[src/rtl/fetch_ctrl.sv]
// Program-counter sequencer for the instruction ROM: IDLE/RUN/DONE control,
// sequential/absolute/relative PC updates, stall, halt and a retired-instruction counter.
module fetch_ctrl #(
    parameter int          D          = 12,
    parameter int unsigned START_ADDR = 0,
    parameter int          CW         = 16
) (
    input  logic          i_clk,
    input  logic          i_reset,
    input  logic          i_start,
    input  logic          i_stall,
    input  logic          i_br_taken,
    input  logic          i_br_rel,
    input  logic [D-1:0]  i_br_addr,
    input  logic [7:0]    i_br_off,
    input  logic          i_halt_req,
    input  logic [8:0]    i_mach_code,
    output logic [D-1:0]  o_prog_ctr,
    output logic [8:0]    o_instr,
    output logic          o_instr_valid,
    output logic          o_running,
    output logic          o_done,
    output logic [CW-1:0] o_instr_count
);

    typedef enum logic [1:0] {
        S_IDLE = 2'd0,
        S_RUN  = 2'd1,
        S_DONE = 2'd2
    } state_t;

    state_t        r_state;
    logic [D-1:0]  r_prog_ctr;
    logic [CW-1:0] r_count;
    logic          r_running;
    logic          r_done;
    logic          r_valid;

    logic [D-1:0]  w_off_ext;
    logic [CW-1:0] w_count_inc;

    // Offset is sign-extended so a relative branch can move backwards; the add wraps mod 2**D.
    assign w_off_ext   = D'($signed(i_br_off));
    assign w_count_inc = (r_count == {CW{1'b1}}) ? r_count : r_count + CW'(1);

    always_ff @(posedge i_clk) begin
        if (i_reset) begin
            r_state    <= S_IDLE;
            r_prog_ctr <= '0;
            r_count    <= '0;
            r_running  <= 1'b0;
            r_done     <= 1'b0;
            r_valid    <= 1'b0;
        end else begin
            case (r_state)
                S_IDLE, S_DONE: begin
                    if (i_start) begin
                        r_state    <= S_RUN;
                        r_prog_ctr <= D'(START_ADDR);
                        r_count    <= '0;
                        r_running  <= 1'b1;
                        r_done     <= 1'b0;
                        r_valid    <= 1'b1;
                    end
                end
                S_RUN: begin
                    // A stall freezes everything, including a pending halt or branch.
                    if (!i_stall) begin
                        r_count <= w_count_inc;
                        if (i_halt_req) begin
                            r_state   <= S_DONE;
                            r_running <= 1'b0;
                            r_done    <= 1'b1;
                            r_valid   <= 1'b0;
                        end else if (i_br_taken && i_br_rel) begin
                            r_prog_ctr <= r_prog_ctr + w_off_ext;
                        end else if (i_br_taken) begin
                            r_prog_ctr <= i_br_addr;
                        end else begin
                            r_prog_ctr <= r_prog_ctr + D'(1);
                        end
                    end
                end
                default: begin
                    r_state   <= S_IDLE;
                    r_running <= 1'b0;
                    r_done    <= 1'b0;
                    r_valid   <= 1'b0;
                end
            endcase
        end
    end

    assign o_prog_ctr    = r_prog_ctr;
    assign o_instr       = i_mach_code;
    assign o_instr_valid = r_valid;
    assign o_running     = r_running;
    assign o_done        = r_done;
    assign o_instr_count = r_count;

endmodule

[config.mk]
export PLATFORM = sky130hd
export DESIGN_NAME = fetch_ctrl
export DESIGN_NICKNAME = d
export VERILOG_FILES = /design/src/rtl/fetch_ctrl.sv
export SDC_FILE = /design/constraint.sdc
export NUM_CORES = 1
export LEC_CHECK = 0
export CAP_MARGIN = 20
export CORE_ASPECT_RATIO = 1.5
export CORE_MARGIN = 2
export CORE_UTILIZATION = 47
export DETAILED_ROUTE_END_ITERATION = 8
export PLACE_DENSITY = 0.77
export REMOVE_ABC_BUFFERS = 1
export SKIP_LAST_GASP = 1
export SLEW_MARGIN = 0
export SYNTH_ARGS = -nofsm -noshare
export SYNTH_HDL_FRONTEND = slang
export SYNTH_SLANG_ARGS = --single-unit
[constraint.sdc]
create_clock -name i_clk -period 2.7 [get_ports i_clk]
set_input_delay 0.27 -clock i_clk [delete_from_list [all_inputs] [get_ports i_clk]]
set_output_delay 0.27 -clock i_clk [all_outputs]
set_load 0.01 [all_outputs]
Word level (Yosys, flattened, before mapping):

Cells that the tools add are included.

* flip-flop bits (word level): 32
* input bits: 36
* output and inout port bits: 40
* logic and storage cells: 45

* add/subtract/negate cells: 3
* equal/unequal tests: 8
* multiplexer cells: 22
* reduce and logical (&&, ||, !) cells: 7

Operators by type and width (count)
* $mux 12: 5
* $mux 16: 3
* $pmux 16 s2: 1
* $pmux 12 s2: 1
* $add 16x1->16 const B: 1
* $eq 16x16->1 const B: 1
* $add 12x1->12 const B: 1
* $add 12x12->12: 1
* $ne 2x2->1 const B: 5
* $reduce_and 4->1: 2
* $mux 1: 6
* $mux 2: 3
* $pmux 1 s2: 2
* $pmux 2 s2: 1
* $reduce_and 3->1: 1
* $eq 2x1->1 const B: 1
* $eq 2x2->1 const B: 1
* $logic_not 2->1: 1
* $reduce_bool 2->1: 1
* $reduce_or 2->1: 1
* $logic_and 1x1->1: 1

Depth between registers and ports, before layout:

Gate-level depths: netlist (run 1).

* depth after elaboration: 6
* depth in mapped cells: 8
* gate-level depth less buffers: 8

Worst setup path before layout (run 1):

OpenSTA, ideal clock, no wires.

* path type: register to register
* start point: register r_prog_ctr[0] (netlist: o_prog_ctr[0])
* end point: register r_prog_ctr[10] (netlist: o_prog_ctr[10])
* library setup time: 0.117 ns
* arrival: 2.125 ns
* required time: 2.583 ns
* setup slack: 0.458 ns
* cell stages (with the launch flop): 9
* buffers on the path: 0
* clock period less this slack: 2.242 ns
* cells stage by stage: dfxtp_1 -> ha_1 -> fa_1 -> a21o_1 -> a21oi_1 -> o211ai_1 -> a311oi_1 -> mux2i_1 -> nand2_1

* longest elaborated chain between the ends: 6
* elaborated cells on any way between the ends: 7
* those cells by class: add/sub: 2; mux: 5

Ends and longest elaborated chain
* from (decl): RTL line 33 `logic [D-1:0] r_prog_ctr;`
* from (signal assigned): RTL line 59 `r_prog_ctr <= D'(START_ADDR);`
* from (signal assigned): RTL line 76 `r_prog_ctr <= r_prog_ctr + w_off_ext;`
* from (signal assigned): RTL line 78 `r_prog_ctr <= i_br_addr;`
* $add 12x1->12: RTL line 80 `r_prog_ctr <= r_prog_ctr + D'(1);`
* $mux 12: RTL line 77 `end else if (i_br_taken) begin`
* $mux 12 *: RTL line 75 `end else if (i_br_taken && i_br_rel) begin`
* $mux 12 *: RTL line 70 `if (i_halt_req) begin`
* $mux 12 *: RTL line 68 `if (!i_stall) begin`
* $pmux 12 s2 *: RTL line 55 `case (r_state)`

Mark *: on every way between the ends. The rest lies on a longest branch, timed or not. The select of a mux whose other input is x is not followed.
A chain may end at the register's enable or synchronous reset.

Worst setup path after layout (run 1):

* start point: input i_br_off[0]
* end point: register r_prog_ctr[10] (netlist: o_prog_ctr[10])

* longest elaborated chain between the ends: 5

Ends and longest elaborated chain
* from (decl): RTL line 15 `input logic [7:0] i_br_off,`
* $add 12x12->12: RTL line 76
* $mux 12: RTL line 75
* $mux 12: RTL line 70
* $mux 12: RTL line 68
* $pmux 12 s2: RTL line 55

Every way passes these cells. The select of a mux whose other input is x is not followed.

==> metrics.log, run 1 <==
[metrics] leading post-synthesis cells by cell area: sky130_fd_sc_hd__dfxtp_1 26%, sky130_fd_sc_hd__ha_1 6.7%, sky130_fd_sc_hd__xnor2_1 5.8%
[metrics] R2R Setup Slk: 0.44 ns
[metrics] Antenna Nets Post-Route: 0
[metrics] layout cells sized above 1: 0.102
[metrics] quantity of gates resized following cts: 0
[metrics] synthesized flop and latch total: 31
[metrics] level count of the clock H-tree: 2
[metrics] number of diodes added for antenna fixing: 0
[metrics] number of I/O port buffers: 57
[metrics] min setup slack post-route: 0.336 ns
[metrics] Clock Latency Late Sink: about 0.28 ns
[metrics] cts bufs inserted: 5
[metrics] Async S/R FF share, synth: 0
[metrics] Boundary Pins: 76
[metrics] syn avg cell area: about 8.1 µm²
[metrics] clock sink total: 31
[metrics] routability cong.: a little over 0.9
[metrics] share of Yosys cell area claimed by the top area cell type: 0.257
[metrics] most common cell after layout, fill and taps aside: sky130_fd_sc_hd__clkdlybuf4s50_1
[metrics] Post-Synthesis Cells: approximately 300
[metrics] clock root buffer: sky130_fd_sc_hd__clkbuf_8
[metrics] die extent in y: 91.8 µm
[metrics] most used cells in the layout excluding fill and tap cells: 57 x sky130_fd_sc_hd__clkdlybuf4s50_1, 37 x sky130_fd_sc_hd__nor2_1, 31 x sky130_fd_sc_hd__dfxtp_1
[metrics] via count of the first global-routing pass: 2,330
[metrics] post-detailed-routing wire length: roughly 6.4 mm
[metrics] sort of element at the start of the critical path: input port
[metrics] critical path type: in2reg
[metrics] run status: finished clean
[metrics] overall die area: about 0.0057 mm²
[metrics] starting density of the core: 0.478
[metrics] pins over their slew limit: 0
[metrics] post-synthesis instance area: around 0.0024 mm²
[metrics] leakage dissipation: about 1.2 nW
[metrics] detailed-routing iteration count for the pre-antenna-repair pass: 4
[metrics] DRC violations left: 0
[metrics] area growth from synthesis to layout: 28.3%
[metrics] Critical Path Fanout Max: 2
[metrics] Min Clock Period, post-route: 2.36 ns
[metrics] HPWL reported at the end of detailed placement: around 4.9 mm
[metrics] pre-CTS setup slack: 0.0613 ns
[metrics] maximum number of pins on one net before global-route repair: 25
[metrics] number of maximum-capacitance constraint violations: 0
[metrics] minimum hold slack: about 0.52 ns
[metrics] worst slew margin relative to its limit: 0.630
[metrics] count of cell types in the netlist: 62
[metrics] Yosys warning count: 0
[metrics] Cell Area, Placed: ~0.0030 mm²
[metrics] worst min-delay path category: reg2reg
[metrics] drt wl/cell: 15.3 µm
[metrics] total via count in the routed design: between 2,000 and 2,500
[metrics] Peak supply drop: approximately 0.3 mV
[metrics] arrival time of data at the critical path endpoint: ~2.5 ns
[metrics] number of enable flip-flop cells after synthesis: 0
[metrics] global route overflow: 0
[metrics] Peak Freq: 0.423 GHz
[metrics] predominant post-synthesis flop cell: sky130_fd_sc_hd__dfxtp_1
[metrics] post-route fraction of the period consumed by the critical path: 0.876
[metrics] die extent in x: between 60 and 70 µm
[metrics] Clock Skews: around 0.0056 ns
[metrics] Pwr per Cell Area: around 340 mW/mm²
[metrics] critical path endpoint category: flip-flop
[metrics] std cell rows: 32
[metrics] slew of the pin with the lowest slew margin: roughly 0.55 ns
[metrics] Final Net Count: between 400 and 500
[metrics] first-pass GRT wire length: 10.7 mm
[metrics] setup TNS: 0 ns
[metrics] cell accounting for the most synthesized area: sky130_fd_sc_hd__dfxtp_1
[metrics] Data required, critical path: roughly 2.9 ns
[metrics] Via-to-Cell Ratio: between 5 and 6
[metrics] post-cts hold buffer count: 0
[metrics] sequential area share after synthesis: 0.257
[metrics] final setup violation count: 0
[metrics] clock tree from TritonCTS: done
[metrics] number of design-rule violations left by the first detailed-router iteration: 140
[metrics] worst-case clock buffer depth: 2
[metrics] Total GRT Usage: 0.229
[metrics] total non-filler cell area in the finished layout: about 0.0031 mm²
[metrics] number of antenna violations at the first check in global routing: 0
[metrics] clock-pin slew reported for the worst setup and hold paths after clock tree synthesis: about 0.07 ns
[metrics] post-CTS setup buffer count: 0
[metrics] setup repair after global routing missed its margin: no
[metrics] core area: ~0.005 mm²
[metrics] post-route total power: 1.05 mW
[metrics] number of hold violations in the final report: 0
==> cell families after synthesis <==
kind of cell	share of synthesized area
xor+xnor	0.0835
fa+ha+maj	0.0757
mux	0.0213
simple gates	0.297
flops	0.257
compound gates	0.209
buf+inv	0.0565
==> Yosys cell counts, types with 2 or more instances <==
cell	instances
sky130_fd_sc_hd__a41oi_1	2
sky130_fd_sc_hd__o21ai_0	14
sky130_fd_sc_hd__a31oi_1	2
sky130_fd_sc_hd__nor3_1	12
sky130_fd_sc_hd__o221ai_1	3
sky130_fd_sc_hd__nor2b_1	5
sky130_fd_sc_hd__nor2_1	37
sky130_fd_sc_hd__and2_1	2
sky130_fd_sc_hd__and4_1	3
sky130_fd_sc_hd__nand3_1	8
sky130_fd_sc_hd__mux2i_1	4
sky130_fd_sc_hd__a211oi_1	2
sky130_fd_sc_hd__a221oi_1	3
sky130_fd_sc_hd__buf_4	11
sky130_fd_sc_hd__o211ai_1	5
sky130_fd_sc_hd__xor2_1	7
sky130_fd_sc_hd__a21o_1	7
sky130_fd_sc_hd__nand2_1	25
sky130_fd_sc_hd__nand2b_1	6
sky130_fd_sc_hd__a22oi_1	4
sky130_fd_sc_hd__or3_1	2
sky130_fd_sc_hd__clkbuf_1	5
sky130_fd_sc_hd__nand3_2	2
sky130_fd_sc_hd__or2_2	3
sky130_fd_sc_hd__ha_1	13
sky130_fd_sc_hd__inv_1	4
sky130_fd_sc_hd__dfxtp_1	31
sky130_fd_sc_hd__nand4_1	5
sky130_fd_sc_hd__xnor2_1	16
sky130_fd_sc_hd__a21oi_1	16
sky130_fd_sc_hd__nor4_1	2
sky130_fd_sc_hd__o21ai_1	2
sky130_fd_sc_hd__and3_1	6
==> path summary, 6_finish.rpt <==
check             depth (start not counted)          endpoint        startpoint
setup reg to reg                          8    o_prog_ctr[10]     o_prog_ctr[0]
hold / removal                            2  o_instr_count[2]  o_instr_count[2]
hold reg to reg                           2  o_instr_count[2]  o_instr_count[2]
setup / recovery                          9    o_prog_ctr[10]       i_br_off[0]
==> critical path: stages <==
cell and delay [ns]:
sky130_fd_sc_hd__clkdlybuf4s50_1 0.41, sky130_fd_sc_hd__ha_1 0.24, sky130_fd_sc_hd__fa_1 0.43, sky130_fd_sc_hd__a21o_1 0.18, sky130_fd_sc_hd__a21oi_1 0.18, sky130_fd_sc_hd__o211ai_1 0.16
sky130_fd_sc_hd__a311oi_1 0.39, sky130_fd_sc_hd__mux2i_1 0.22, sky130_fd_sc_hd__nand2_1 0.06
==> registers in the layout, summed over array words and instances, names as in the netlist <==
signal	flops
o_instr_count	16
o_instr_valid	1
o_prog_ctr	12
r_state	2
==> cell type report <==
cell class,instances,area (µm²)
fill,485,1950
multi-input combinational,244,1660
timing repair buffer,66,638
sequential,31,621
tap,68,85.1
clock buffer,7,76.3
inverter,4,15.0
clock inverter,1,5.00
==> routing by layer <==
metal / track usage / part of all wire
met1: 0.227 / 0.38
met2: 0.442 / 0.54
met3: 0.0503 / 0.047
met4: 0.107 / 0.030
met5: 0 / 0
==> power breakdown <==
part           switching (mW)  leakage, nW  internal (mW)  total [mW]
Sequential             0.0114        0.251          0.465       0.477
Clock                   0.172       0.0422          0.181       0.353
Combinational           0.110        0.889          0.110       0.220
==> metrics by stage <==
| step | cells | utilization |
|---|---|---|
| after floorplan | 279 | - |
| after global placement | 413 | 0.598 |
| after detailed placement | 413 | 0.598 |
| after CTS | 421 | 0.614 |
| after global routing | 421 | 0.614 |
| final | 421 | 0.614 |
Power figures use the tool's default switching activity.
==> inputs of run 2 (changes only) <==
--- a/config.mk
+++ b/config.mk
@@ -10,6 +10,7 @@
 export CORE_MARGIN = 2
 export CORE_UTILIZATION = 47
 export DETAILED_ROUTE_END_ITERATION = 8
+export HOLD_SLACK_MARGIN = 0.02
 export PLACE_DENSITY = 0.77
 export REMOVE_ABC_BUFFERS = 1
 export SKIP_LAST_GASP = 1
==> results of run 2 <==
The final DEF is identical to that of run 1; final timing and power are the same.
